## config.mk

```make
export PLATFORM = sky130hd
export DESIGN_NAME = nyq_seq_ctrl_flat
export DESIGN_NICKNAME = d
export VERILOG_FILES = /design/src/rtl/nyq_seq_ctrl_if.sv /design/src/rtl/nyq_seq_ctrl.sv /design/src/flat_wrapper.sv
export SDC_FILE = /design/constraint.sdc
export NUM_CORES = 1
export LEC_CHECK = 0
export ABC_AREA = 1
export CAP_MARGIN = 40
export CORE_MARGIN = 10
export CORE_UTILIZATION = 47
export CTS_CLUSTER_SIZE = 16
export DETAILED_ROUTE_END_ITERATION = 8
export PLACE_DENSITY = 0.83
export SYNTH_ARGS = -nofsm -noshare
export SYNTH_HDL_FRONTEND = slang
export SYNTH_SLANG_ARGS = --single-unit
```

## constraint.sdc

```tcl
create_clock -name Clk_CI -period 1.3 [get_ports Clk_CI]
set_input_delay 0.13 -clock Clk_CI [delete_from_list [all_inputs] [get_ports Clk_CI]]
set_output_delay 0.13 -clock Clk_CI [all_outputs]
set_load 0.02 [all_outputs]
```

## src/rtl/nyq_seq_ctrl_if.sv

```systemverilog
// Control bundle between the sample source and the Nyquist decimation sequencer.
// The master drives run/write/sample requests; the slave returns datapath strobes.
interface nyq_seq_ctrl_if #(
    parameter int CNT_WIDTH = 3
);
    logic                 Enable_SI;
    logic                 WrEn_SI;
    logic [CNT_WIDTH-1:0] DecimM1_DI;
    logic                 InValid_SI;
    logic [CNT_WIDTH-1:0] Phase_DO;
    logic                 MacEn_SO;
    logic                 MacClr_SO;
    logic                 ShiftEn_SO;
    logic                 Valid_DO;
    logic                 Primed_SO;
    logic                 Busy_SO;

    modport master (
        output Enable_SI, WrEn_SI, DecimM1_DI, InValid_SI,
        input  Phase_DO, MacEn_SO, MacClr_SO, ShiftEn_SO, Valid_DO, Primed_SO, Busy_SO
    );

    modport slave (
        input  Enable_SI, WrEn_SI, DecimM1_DI, InValid_SI,
        output Phase_DO, MacEn_SO, MacClr_SO, ShiftEn_SO, Valid_DO, Primed_SO, Busy_SO
    );
endinterface

```

## src/rtl/nyq_seq_ctrl.sv

```systemverilog
// Sequencer for the polyphase Nyquist decimator: coefficient phase, MAC strobes,
// partial-sum shift and decimated-output valid, with chain priming and write abort.
module nyq_seq_ctrl #(
    parameter int CNT_WIDTH  = 3,
    parameter int NUM_STAGES = 4,
    parameter int FCNT_WIDTH = 3
) (
    input  logic               Clk_CI,
    input  logic               Rst_RBI,
    nyq_seq_ctrl_if.slave      Seq_io
);
    typedef enum logic [1:0] {
        Idle = 2'd0,
        Fill = 2'd1,
        Run  = 2'd2
    } state_e;

    localparam logic [FCNT_WIDTH-1:0] FrmFull = FCNT_WIDTH'(NUM_STAGES);
    localparam logic [FCNT_WIDTH-1:0] FrmLast = FCNT_WIDTH'(NUM_STAGES - 1);

    state_e                state_q, state_d;
    logic [CNT_WIDTH-1:0]  phase_q, phase_d;
    logic [CNT_WIDTH-1:0]  decim_q, decim_d;
    logic [FCNT_WIDTH-1:0] fcnt_q, fcnt_d;
    logic                  shift_q, shift_d;
    logic                  valid_q, valid_d;

    logic startReq, abortReq, accept, frameEnd;

    assign startReq = Seq_io.Enable_SI & ~Seq_io.WrEn_SI;
    assign abortReq = ~Seq_io.Enable_SI | Seq_io.WrEn_SI;
    assign accept   = Seq_io.InValid_SI & (state_q != Idle) & startReq;
    assign frameEnd = accept & (phase_q == decim_q);

    always_ff @(posedge Clk_CI or negedge Rst_RBI) begin
        if (!Rst_RBI) begin
            state_q <= Idle;
        end else begin
            state_q <= state_d;
        end
    end

    // The chain becomes primed on the same edge that completes the last fill frame.
    always_comb begin
        state_d = state_q;
        case (state_q)
            Idle: if (startReq) state_d = Fill;
            Fill: begin
                if (abortReq) begin
                    state_d = Idle;
                end else if (frameEnd && (fcnt_q == FrmLast)) begin
                    state_d = Run;
                end
            end
            Run:  if (abortReq) state_d = Idle;
            default: state_d = Idle;
        endcase
    end

    always_comb begin
        Seq_io.Phase_DO   = phase_q;
        Seq_io.MacEn_SO   = accept;
        Seq_io.MacClr_SO  = accept & (phase_q == '0);
        Seq_io.ShiftEn_SO = shift_q;
        Seq_io.Valid_DO   = valid_q;
        Seq_io.Primed_SO  = (state_q == Run);
        Seq_io.Busy_SO    = (state_q != Idle);
    end

    // Valid looks at the frame count during the shift cycle, so an abort on that
    // edge still lets an already-registered shift produce its output strobe.
    always_comb begin
        phase_d = phase_q;
        decim_d = decim_q;
        fcnt_d  = fcnt_q;
        shift_d = frameEnd;
        valid_d = shift_q & (fcnt_q == FrmFull);
        if (state_q == Idle) begin
            phase_d = '0;
            fcnt_d  = '0;
            if (startReq) begin
                decim_d = Seq_io.DecimM1_DI;
            end
        end else if (abortReq) begin
            phase_d = '0;
            fcnt_d  = '0;
        end else if (accept) begin
            if (frameEnd) begin
                phase_d = '0;
                if (fcnt_q != FrmFull) begin
                    fcnt_d = fcnt_q + FCNT_WIDTH'(1);
                end
            end else begin
                phase_d = phase_q + CNT_WIDTH'(1);
            end
        end
    end

    always_ff @(posedge Clk_CI or negedge Rst_RBI) begin
        if (!Rst_RBI) begin
            phase_q <= '0;
            decim_q <= '0;
            fcnt_q  <= '0;
            shift_q <= 1'b0;
            valid_q <= 1'b0;
        end else begin
            phase_q <= phase_d;
            decim_q <= decim_d;
            fcnt_q  <= fcnt_d;
            shift_q <= shift_d;
            valid_q <= valid_d;
        end
    end
endmodule

```

## src/flat_wrapper.sv

```systemverilog
// flat-port wrapper written by rule: the top's interface ports become plain ports
module nyq_seq_ctrl_flat 
#(
    parameter int CNT_WIDTH  = 3,
    parameter int NUM_STAGES = 4,
    parameter int FCNT_WIDTH = 3
)
  (Clk_CI, Rst_RBI, Seq_io_Enable_SI, Seq_io_WrEn_SI, Seq_io_DecimM1_DI, Seq_io_InValid_SI, Seq_io_Phase_DO, Seq_io_MacEn_SO, Seq_io_MacClr_SO, Seq_io_ShiftEn_SO, Seq_io_Valid_DO, Seq_io_Primed_SO, Seq_io_Busy_SO);
  nyq_seq_ctrl_if #(.CNT_WIDTH(CNT_WIDTH)) Seq_io_i ();
  input  logic Clk_CI;
  input  logic Rst_RBI;
  input wire logic [$bits(Seq_io_i.Enable_SI)-1:0] Seq_io_Enable_SI;
  input wire logic [$bits(Seq_io_i.WrEn_SI)-1:0] Seq_io_WrEn_SI;
  input wire logic [$bits(Seq_io_i.DecimM1_DI)-1:0] Seq_io_DecimM1_DI;
  input wire logic [$bits(Seq_io_i.InValid_SI)-1:0] Seq_io_InValid_SI;
  output wire logic [$bits(Seq_io_i.Phase_DO)-1:0] Seq_io_Phase_DO;
  output wire logic [$bits(Seq_io_i.MacEn_SO)-1:0] Seq_io_MacEn_SO;
  output wire logic [$bits(Seq_io_i.MacClr_SO)-1:0] Seq_io_MacClr_SO;
  output wire logic [$bits(Seq_io_i.ShiftEn_SO)-1:0] Seq_io_ShiftEn_SO;
  output wire logic [$bits(Seq_io_i.Valid_DO)-1:0] Seq_io_Valid_DO;
  output wire logic [$bits(Seq_io_i.Primed_SO)-1:0] Seq_io_Primed_SO;
  output wire logic [$bits(Seq_io_i.Busy_SO)-1:0] Seq_io_Busy_SO;
  assign Seq_io_i.Enable_SI = Seq_io_Enable_SI;
  assign Seq_io_i.WrEn_SI = Seq_io_WrEn_SI;
  assign Seq_io_i.DecimM1_DI = Seq_io_DecimM1_DI;
  assign Seq_io_i.InValid_SI = Seq_io_InValid_SI;
  assign Seq_io_Phase_DO = Seq_io_i.Phase_DO;
  assign Seq_io_MacEn_SO = Seq_io_i.MacEn_SO;
  assign Seq_io_MacClr_SO = Seq_io_i.MacClr_SO;
  assign Seq_io_ShiftEn_SO = Seq_io_i.ShiftEn_SO;
  assign Seq_io_Valid_DO = Seq_io_i.Valid_DO;
  assign Seq_io_Primed_SO = Seq_io_i.Primed_SO;
  assign Seq_io_Busy_SO = Seq_io_i.Busy_SO;
  nyq_seq_ctrl #(.CNT_WIDTH(CNT_WIDTH), .NUM_STAGES(NUM_STAGES), .FCNT_WIDTH(FCNT_WIDTH)) u_core (.Clk_CI(Clk_CI), .Rst_RBI(Rst_RBI), .Seq_io(Seq_io_i));
endmodule
```

==> results of run 1 <==
## state kept, by name (all words and copies together), names as in the netlist
name	count
u_core.Seq_io.Valid_DO	1
u_core.Seq_io.Phase_DO	3
u_core.fcnt_q	3
u_core.decim_q	3
u_core.Seq_io.ShiftEn_SO	1
u_core.state_q	2
## power groups by stage
stage	Clock, mW	Sequential, mW	Combinational (mW)
3_5_place_dp	0	0.443	0.155
4_1_cts	0.263	0.437	0.154
2_1_floorplan	0	0.443	0.0821
5_1_grt	0.280	0.441	0.187
3_3_place_gp	0	0.443	0.148
6_report	0.264	0.439	0.172
## Yosys cell counts (all sizes together)
cell type,count
nand2,23
inv,17
dfrtp,13
nand3,10
nor2,10
ha,5
nand4,3
o21ai,3
a21oi,2
mux2,1
xor2,1
## repair_timing
item / CTS / global route
resized for setup: 22 / 23
hold buffers: 0 / 0
setup endpoints to repair: 10 / 11
buffers inserted: 0 / 3
pin swaps: 1 / 8
## cell type report
| cell class | instances | area (sq um) | share of cell area |
|---|---|---|---|
| Inverter | 17 | 63.8 | 0.0572 |
| Timing Repair Buffer | 32 | 270 | 0.242 |
| Clock buffer | 4 | 26.3 | 0.0236 |
| Multi-Input combinational cell | 58 | 409 | 0.367 |
| Sequential cell | 13 | 325 | 0.292 |
| Tap cell | 16 | 20.0 | 0.0180 |
## logic make-up after synthesis
logic type / Yosys count / synth area share
mux: 1 / 0.0152
simple gates: 46 / 0.327
buf+inv: 17 / 0.0859
xor+xnor: 1 / 0.0118
fa+ha+maj: 5 / 0.0842
flops: 13 / 0.438
compound gates: 5 / 0.0387
## routing by layer
layer	wire [um]	track usage	vias to the layer above	part of all wire
met5	0	0	-	0
met4	67	0.0769	0	0.032
met3	140	0.0297	7	0.066
met2	1100	0.206	27	0.52
met1	802	0.119	342	0.38
li1	-	-	347	-
## worst paths after layout
check	slack [ns]	startpoint	to	cells after the start
setup / recovery	-0.02	u_core.Seq_io.Phase_DO[0]	Seq_io_MacClr_SO	5
hold / removal	0.14	Rst_RBI	u_core.state_q[1]	2
setup reg to reg	-0.02	u_core.Seq_io.Phase_DO[2]	u_core.Seq_io.Phase_DO[2]	8
hold reg to reg	0.50	u_core.Seq_io.ShiftEn_SO	u_core.Seq_io.Valid_DO	2
max in group asynchronous	1.00	Rst_RBI	u_core.Seq_io.Phase_DO[0]	2
min in group Clk_CI	0.43	Seq_io_DecimM1_DI[0]	u_core.decim_q[0]	3
## worst max-delay path: cells and delay by family, from the launching register on
kind / cells / cell delay, ns
DFF: 1 / 0.41
buffers and inverters: 2 / 0.20
and+or+nand+nor: 2 / 0.17
adders and majority gates: 1 / 0.12
## through the flow
stage               total power [mW]  hold WS (ns)  std cells  worst slack (ns)   util
global placement               0.591         0.452        133            -0.384  0.678
CTS                            0.855         0.142        137          -0.00813  0.691
floorplan                      0.525        -0.166         88            0.0936      -
global route                   0.908         0.145        140           -0.0822  0.740
detailed placement             0.598         0.451        133            -0.416  0.678
finish                         0.875         0.137        140           -0.0225  0.740
==> results.md, run 1 <==
* Kind of critical path: flop to output port
* Switching Fraction at 0.293
* Clk sinks at 13
* Most common cell after layout, fill and taps aside: buf_4
* Row Count at 14
* CTS tree: done
* Seq/Total Area, Yosys at 0.438
* Area growth, synth to finish at 50.0%
* ANT nets after route at 0
* Vias in the first global route at 717
* WP data arrival at 1.19 ns
* Synth Register Bits at 13
* Die area at 0.00357 sq mm
* Clk_lat worst skew at 0.29 ns
* Final setup fails at 4
* Most frequent cells in the layout: 16 x buf_4, 15 x nand2_1, 13 x dfrtp_1
* Largest net degree at the start of global routing at 14
* Outcome: finished, violations left
* Core area at 0.00151 sq mm
* First-pass GRT wire length at 3260 um
* Critical path fanouts, max at 2
* Setup crit start kind: flop
* Post-Synthesis Cells at 88
* DRC at 0
* Synth top area share at 0.438
* Post-route setup slack at -0.0225 ns
* Syn Area/Cell at 8.45 sq um
* Share of layout cells above drive strength 1 at 0.419
* Final slew viol count at 0
* Initial Util at 0.493
* Antenna violations before repair at 0
* Synth unique cells at 17
* Clk pwr share at 0.301
* Vias per cell at 5.16
* Combinational Power Share at 0.197
* Total grt overflow at 0
* Leak at 0.569 nW
* Die Span X at 59.8 um
* Final hold violation count at 0
* P_int at 619 uW
* 1st-pass router iterations at 4
* Max IR drop VDD at 0.680 mV
* Clock Path Buffers at 2
* CTS root buffer: clkbuf_4
* Syn_nets at 101
* GPL Wtd Cong at 0.762
* Starting DRT DRC Count at 8
* Filler instances at 106
* Clock transition at path regs at 0.08 ns
* DR WL/cell at 15.1 um
* Pwr Density at 785 mW/mm^2
* # IOs at 17
* Failing checks: setup timing
* Hold Crit Class: primary input to async pin
* Vias at 723
* Die height at 59.8 um
* Drt total wl at 2120 um
* Cell taking the most area after synthesis: dfrtp_1
* Reg power frac at 0.502
* Unrepaired setup endpoints after global routing: yes
* DP HPWL at 1500 um
* Maximum clock rate at 0.756 GHz
* Syn. warnings at 0
* Minimum clock period at 1.32 ns
* Max cap viols at 0
* Least-Margin Pin Slew at 0.234 ns
* CTS Buf Count at 3
* Final period util at 1.02
* Layout Nets at 138
* Cell Chain, Critical Path: inv_2 > ha_4 > nand2_2 > nor2_4 > buf_6
* Antenna diode count at 0
* CTS H-tree lvls at 1
* Clock Skews at 0.00304 ns
* Synthesized cell area at 743 sq um
* IO buf count at 16
* Worst Setup End Kind: output port
* NetSw at 257 uW
* Crit-path slowest cell: dfrtp_1
* Post-route cell area at 0.00111 sq mm
* GRT Overall Usage at 0.117
* Critical Path RT at 1.17 ns
* Dpl cell area at 0.00102 sq mm
* Synth top area cells: dfrtp_1 44%, nand2_1 11%, ha_1 8.4%, inv_1 7.1%, nand3_1 4.7%
* Final setup TNS at -0.0617 ns
* Slowest cell delay on critical path at 0.41 ns
* Slew HR at 0.845
No activity file was read; power rests on OpenSTA's default activity.
==> inputs of run 2 (changes only) <==
--- a/config.mk
+++ b/config.mk
@@ -7,7 +7,6 @@
 export LEC_CHECK = 0
 export ABC_AREA = 1
 export CAP_MARGIN = 40
-export CORE_MARGIN = 10
 export CORE_UTILIZATION = 47
 export CTS_CLUSTER_SIZE = 16
 export DETAILED_ROUTE_END_ITERATION = 8
==> results.md, run 2 (synthesis results as in run 1) <==
* Pwr Density at 798 mW/mm^2 (+1.7%)
* Worst Setup End Kind: output port
* Area growth, synth to finish at 43.8%
* Max IR drop VDD at 0.585 mV (-14%)
* Kind of critical path: flop to output port
* Outcome: complete, no violations
* Largest net degree at the start of global routing at 14 (unchanged)
* Clock Skews at 0.00345 ns (+0.000414 ns)
* GRT Overall Usage at 0.223 (+0.106)
* Setup crit start kind: flop
* Vias in the first global route at 732 (+2.1%)
* Unrepaired setup endpoints after global routing: yes
* Hold Buf Count CTS at 0 (unchanged)
* Setup WS pre-CTS at -0.369 ns (+0.0466 ns)
* Core area at 0.00138 sq mm (-8.2%)
* Leak at 0.581 nW (+2.2%)
* Filler instances at 99 (-6.6%)
* CTS tree: done
* Starting DRT DRC Count at 20 (+12)
* Maximum clock rate at 0.773 GHz (+2.2%)
* Clk_lat worst skew at 0.27 ns (-0.02 ns)
* Least-Margin Pin Slew at 0.240 ns (+0.00636 ns)
* WP data arrival at 1.16 ns (-0.03 ns)
* Initial Util at 0.538 (+0.0442)
* Slew HR at 0.839 (-0.00539)
* Vias per cell at 5.12 (-0.81%)
* Minimum clock period at 1.29 ns (-0.0281 ns)
* Clock transition at path regs at 0.08 ns (about the same)
* Max cap viols at 0 (unchanged)
* Hold Crit Class: primary input to async pin
* R2R cell count at 8 (unchanged)
* Drt total wl at 1790 um (-16%)
* Post-route setup slack at 0.00561 ns (+0.0281 ns)
* Total grt overflow at 0 (unchanged)
* Critical Path RT at 1.17 ns (about the same)
* Antenna diode count at 0 (unchanged)
* IO buf count at 16 (unchanged)
* CTS root buffer: clkbuf_4
* Final period util at 0.996 (-0.0216)
* DR WL/cell at 12.8 um (-15%)
* Clk sinks at 13 (unchanged)
* # IOs at 17 (unchanged)
* Layout Nets at 138 (unchanged)
* Final hold violation count at 0 (unchanged)
* Final core area utilization at 0.773 (+0.0328)
* Antenna violations before repair at 0 (unchanged)
* CTS Buf Count at 3 (unchanged)
* Multi-input logic area at 374 sq um (-8.6%)
* Die height at 41.8 um (-30%)
* Die area at 0.00174 sq mm (-51%)
* DRC at 0 (unchanged)
* Register Area at 325 sq um (unchanged)
* 1st-pass router iterations at 4 (unchanged)
* Final setup fails at 0 (-4)
* Most common cell after layout, fill and taps aside: nand2_1
* DP HPWL at 1370 um (-8.5%)
* Critical path fanouts, max at 2 (unchanged)
* GPL Wtd Cong at 0.818 (+7.4%)
* CTS H-tree lvls at 1 (unchanged)
* Final slew viol count at 0 (unchanged)
* Share of layout cells above drive strength 1 at 0.347 (-0.0726)
* Clock Path Buffers at 2 (unchanged)
* ANT nets after route at 0 (unchanged)
* Most frequent cells in the layout: 19 x nand2_1, 16 x buf_4, 13 x dfrtp_1
* Die Span X at 41.8 um (-30%)
* First-pass GRT wire length at 2980 um (-8.5%)
* Vias at 712 (-1.5%)
* Row Count at 13 (-1)
==> run 2: critical path: stages, from the launching register on <==
cell and delay (ns):
dfrtp_1 0.40, inv_2 0.07, ha_1 0.14, nand2_1 0.05
nor2_1 0.09, buf_4 0.15
==> run 2: path summary, 6_finish.rpt <==
path | start | end | slack [ns]
min in group Clk_CI | Seq_io_DecimM1_DI[0] | u_core.decim_q[0] | 0.46
worst min-delay path | Rst_RBI | u_core.Seq_io.Valid_DO | 0.15
worst min register to register | u_core.Seq_io.ShiftEn_SO | u_core.Seq_io.Valid_DO | 0.50
worst max-delay path | u_core.Seq_io.Phase_DO[0] | Seq_io_MacClr_SO | 0.006
worst max register to register | u_core.state_q[0] | u_core.fcnt_q[0] | 0.03
max in group asynchronous | Rst_RBI | u_core.decim_q[0] | 0.98
==> run 2: per-stage QoR <==
step | std cells | power [mW] | instance area [sq um] | setup TNS, ns | hold slack [ns]
floorplan | 88 | 0.525 | 743 | 0 | -0.166
global placement | 133 | 0.590 | 1030 | -2.11 | 0.452
detailed placement | 133 | 0.598 | 1030 | -2.63 | 0.455
CTS | 137 | 0.845 | 1040 | 0 | 0.162
global route | 139 | 0.896 | 1070 | -0.226 | 0.172
finish | 139 | 0.853 | 1070 | 0 | 0.154
==> run 2: repair_timing <==
item                                    4_1_cts  5_1_grt
gates resized for setup                      23        8
endpoints found under the setup margin        9       13
pin swaps                                     1        2
endpoints found under the hold margin         0        0
buffers inserted                              0        2
==> run 2: routing by layer <==
layer / GRT usage / wire [um]
met4: 0.110 / 39
met1: 0.246 / 718
met2: 0.406 / 971
met3: 0.0391 / 55
met5: 0 / 0
==> run 2: area by class of cell <==
cell class | count | share of cell area
clock buffers | 4 | 0.0246
well taps | 15 | 0.0176
flip-flops and latches | 13 | 0.304
repair buffers | 32 | 0.244
multi-input cells | 58 | 0.350
inverters | 17 | 0.0597
==> run 2: report_power, final <==
group,switching [mW],internal (mW)
Combinational,0.0894,0.0737
Clock,0.133,0.119
Sequential,0.0137,0.424
==> inputs of run 3 (changes only) <==
--- a/config.mk
+++ b/config.mk
@@ -7,10 +7,13 @@
 export LEC_CHECK = 0
 export ABC_AREA = 1
 export CAP_MARGIN = 40
-export CORE_UTILIZATION = 47
+export CELL_PAD_IN_SITES_DETAIL_PLACEMENT = 1
+export CELL_PAD_IN_SITES_GLOBAL_PLACEMENT = 2
+export CORE_ASPECT_RATIO = 1.5
+export CORE_UTILIZATION = 30
 export CTS_CLUSTER_SIZE = 16
 export DETAILED_ROUTE_END_ITERATION = 8
-export PLACE_DENSITY = 0.83
+export PLACE_DENSITY = 0.88
 export SYNTH_ARGS = -nofsm -noshare
 export SYNTH_HDL_FRONTEND = slang
 export SYNTH_SLANG_ARGS = --single-unit
==> constraint.sdc (replaced) <==
create_clock -name Clk_CI -period 1.6 [get_ports Clk_CI]
set_input_delay 0.16 -clock Clk_CI [delete_from_list [all_inputs] [get_ports Clk_CI]]
set_output_delay 0.16 -clock Clk_CI [all_outputs]
set_load 0.02 [all_outputs]
==> results.md, run 3 (synthesis results as in run 1) <==
* IO buf count at 16 (unchanged)
* Final setup fails at 0 (unchanged)
* Final period util at 0.950
* Share of layout cells above drive strength 1 at 0.220 (-0.126)
* Max IR drop VDD at 0.462 mV (-21%)
* Row Count at 21 (+8)
* WP data arrival at 1.36 ns (+0.20 ns)
* DR WL/cell at 11.9 um (-7.4%)
* Filler instances at 287 (+190%)
* CTS Buf Count at 3 (unchanged)
* Final slew viol count at 0 (unchanged)
* Antenna violations before repair at 0 (unchanged)
* Vias at 680 (-4.5%)
* P_int at 494 uW (-20%)
* Outcome: complete, no violations
* # placed instances at 137 (+3.0%)
* Core area at 0.00229 sq mm (+65%)
* Unrepaired setup endpoints after global routing: no
* # IOs at 17 (unchanged)
* Clock Path Buffers at 2 (unchanged)
* GPL Wtd Cong at 0.702 (-14%)
* Layout Cells excl Fill at 141 (+1.4%)
* DRC at 0 (unchanged)
* Die area at 0.00268 sq mm (+54%)
* Setup WS pre-CTS at -0.118 ns (+0.252 ns)
* Worst Setup End Kind: output port
* Die height at 63.0 um (+51%)
* Initial Util at 0.325 (-0.212)
* Most common cell after layout, fill and taps aside: nand2_1
* Least-Margin Pin Slew at 0.238 ns (-0.00279 ns)
* CTS tree: done
* Drt total wl at 1680 um (-6.1%)
* Die Span X at 42.6 um (+2.1%)
* Vias per cell at 4.82 (-5.8%)
* Leak at 0.534 nW (-8.1%)
* CTS root buffer: clkbuf_4
* ANT nets after route at 0 (unchanged)
* Critical Path RT at 1.44 ns (+0.27 ns)
* Maximum clock rate at 0.658 GHz
* Pwr Density at 663 mW/mm^2 (-17%)
* 1st-pass router iterations at 3 (-1)
* Clk sinks at 13 (unchanged)
* Clock Skews at 0.00109 ns (-0.00236 ns)
* Kind of critical path: flop to output port
* Total grt overflow at 0 (unchanged)
* DP HPWL at 1350 um (-1.9%)
* Layout Nets at 132 (-4.3%)
* Setup crit start kind: flop
* Largest net degree at the start of global routing at 14 (unchanged)
* Clk pwr share at 0.308 (+0.013)
* Minimum clock period at 1.52 ns
* Clk_lat worst skew at 0.28 ns (about the same)
* Area growth, synth to finish at 38.6%
* Post-route setup slack at 0.0802 ns (+0.0746 ns)
* Reg power frac at 0.519 (+0.006)
* Antenna diode count at 0 (unchanged)
* Smallest hold slack at 0.173 ns (+0.0189 ns)
* Post-route cell area at 0.00103 sq mm (-3.6%)
* Combinational Power Share at 0.173 (-0.018)
* Hold Crit Class: primary input to async pin
* Vias in the first global route at 688 (-6.0%)
* GRT Overall Usage at 0.146 (-0.0777)
* Starting DRT DRC Count at 11 (-45%)
* NetSw at 189 uW (-20%)
* CTS H-tree lvls at 1 (unchanged)
* Final hold violation count at 0 (unchanged)
* Max cap viols at 0 (unchanged)
* Switching Fraction at 0.277 (about the same)
* Most frequent cells in the layout: 21 x nand2_1, 14 x inv_1, 13 x dfrtp_1
* Slew HR at 0.841 (+0.00187)
* Hold Buf Count CTS at 0 (unchanged)
* Dpl cell area at 0.00101 sq mm (-1.9%)
* Power consumption at 683 uW (-20%)
* First-pass GRT wire length at 2930 um (-1.8%)
* Critical path fanouts, max at 3 (+1)
* Clock transition at path regs at 0.08 ns (about the same)
-- run 3: final timing paths --
check | start | end | slack, ns | cells past startpoint
worst max-delay path | u_core.Seq_io.Phase_DO[0] | Seq_io_Phase_DO[0] | 0.08 | 2
worst min-delay path | Rst_RBI | u_core.decim_q[0] | 0.17 | 2
worst max register to register | u_core.state_q[1] | u_core.fcnt_q[0] | 0.33 | 8
worst min register to register | u_core.Seq_io.ShiftEn_SO | u_core.Seq_io.Valid_DO | 0.51 | 2
max in group asynchronous | Rst_RBI | u_core.Seq_io.Valid_DO | 1.26 | 2
min in group Clk_CI | Seq_io_DecimM1_DI[0] | u_core.decim_q[0] | 0.46 | 3
-- run 3: layer usage --
layer	track usage	up-vias	routed length [um]
met5	0	-	0
met4	0.0938	0	48
met3	0.0260	5	62
met2	0.256	13	904
met1	0.151	325	661
li1	-	337	-
-- run 3: layout make-up --
cell class | count | area [sq um] | share of cell area
Timing Repair Buffer | 26 | 231 | 0.225
Multi-Input combinational cell | 58 | 354 | 0.344
Clock buffer | 4 | 26.3 | 0.0255
Inverter | 17 | 63.8 | 0.0620
Tap cell | 23 | 28.8 | 0.0279
Sequential cell | 13 | 325 | 0.316
-- run 3: worst max-delay path: stages (launching register included) --
cell	delay, ns
dfrtp_1	0.36
buf_4	0.13
clkdlybuf4s50_1	0.59
-- run 3: power by group through the flow --
stage,logic [mW],clock network [mW],registers (mW)
global placement,0.120,0,0.361
floorplan,0.0667,0,0.360
global route,0.131,0.232,0.356
CTS,0.121,0.218,0.355
finish,0.118,0.210,0.354
detailed placement,0.123,0,0.361
-- run 3: stage by stage --
step	TNS (ns)	utilization
floorplan	0	-
global placement	-0.197	0.441
detailed placement	-0.231	0.441
CTS	0	0.450
global route	0	0.450
finish	0	0.450
-- run 3: repair_timing --
item	CTS	global route
resized for setup	4	1
setup endpoints to repair	4	1
setup buffers	0	0
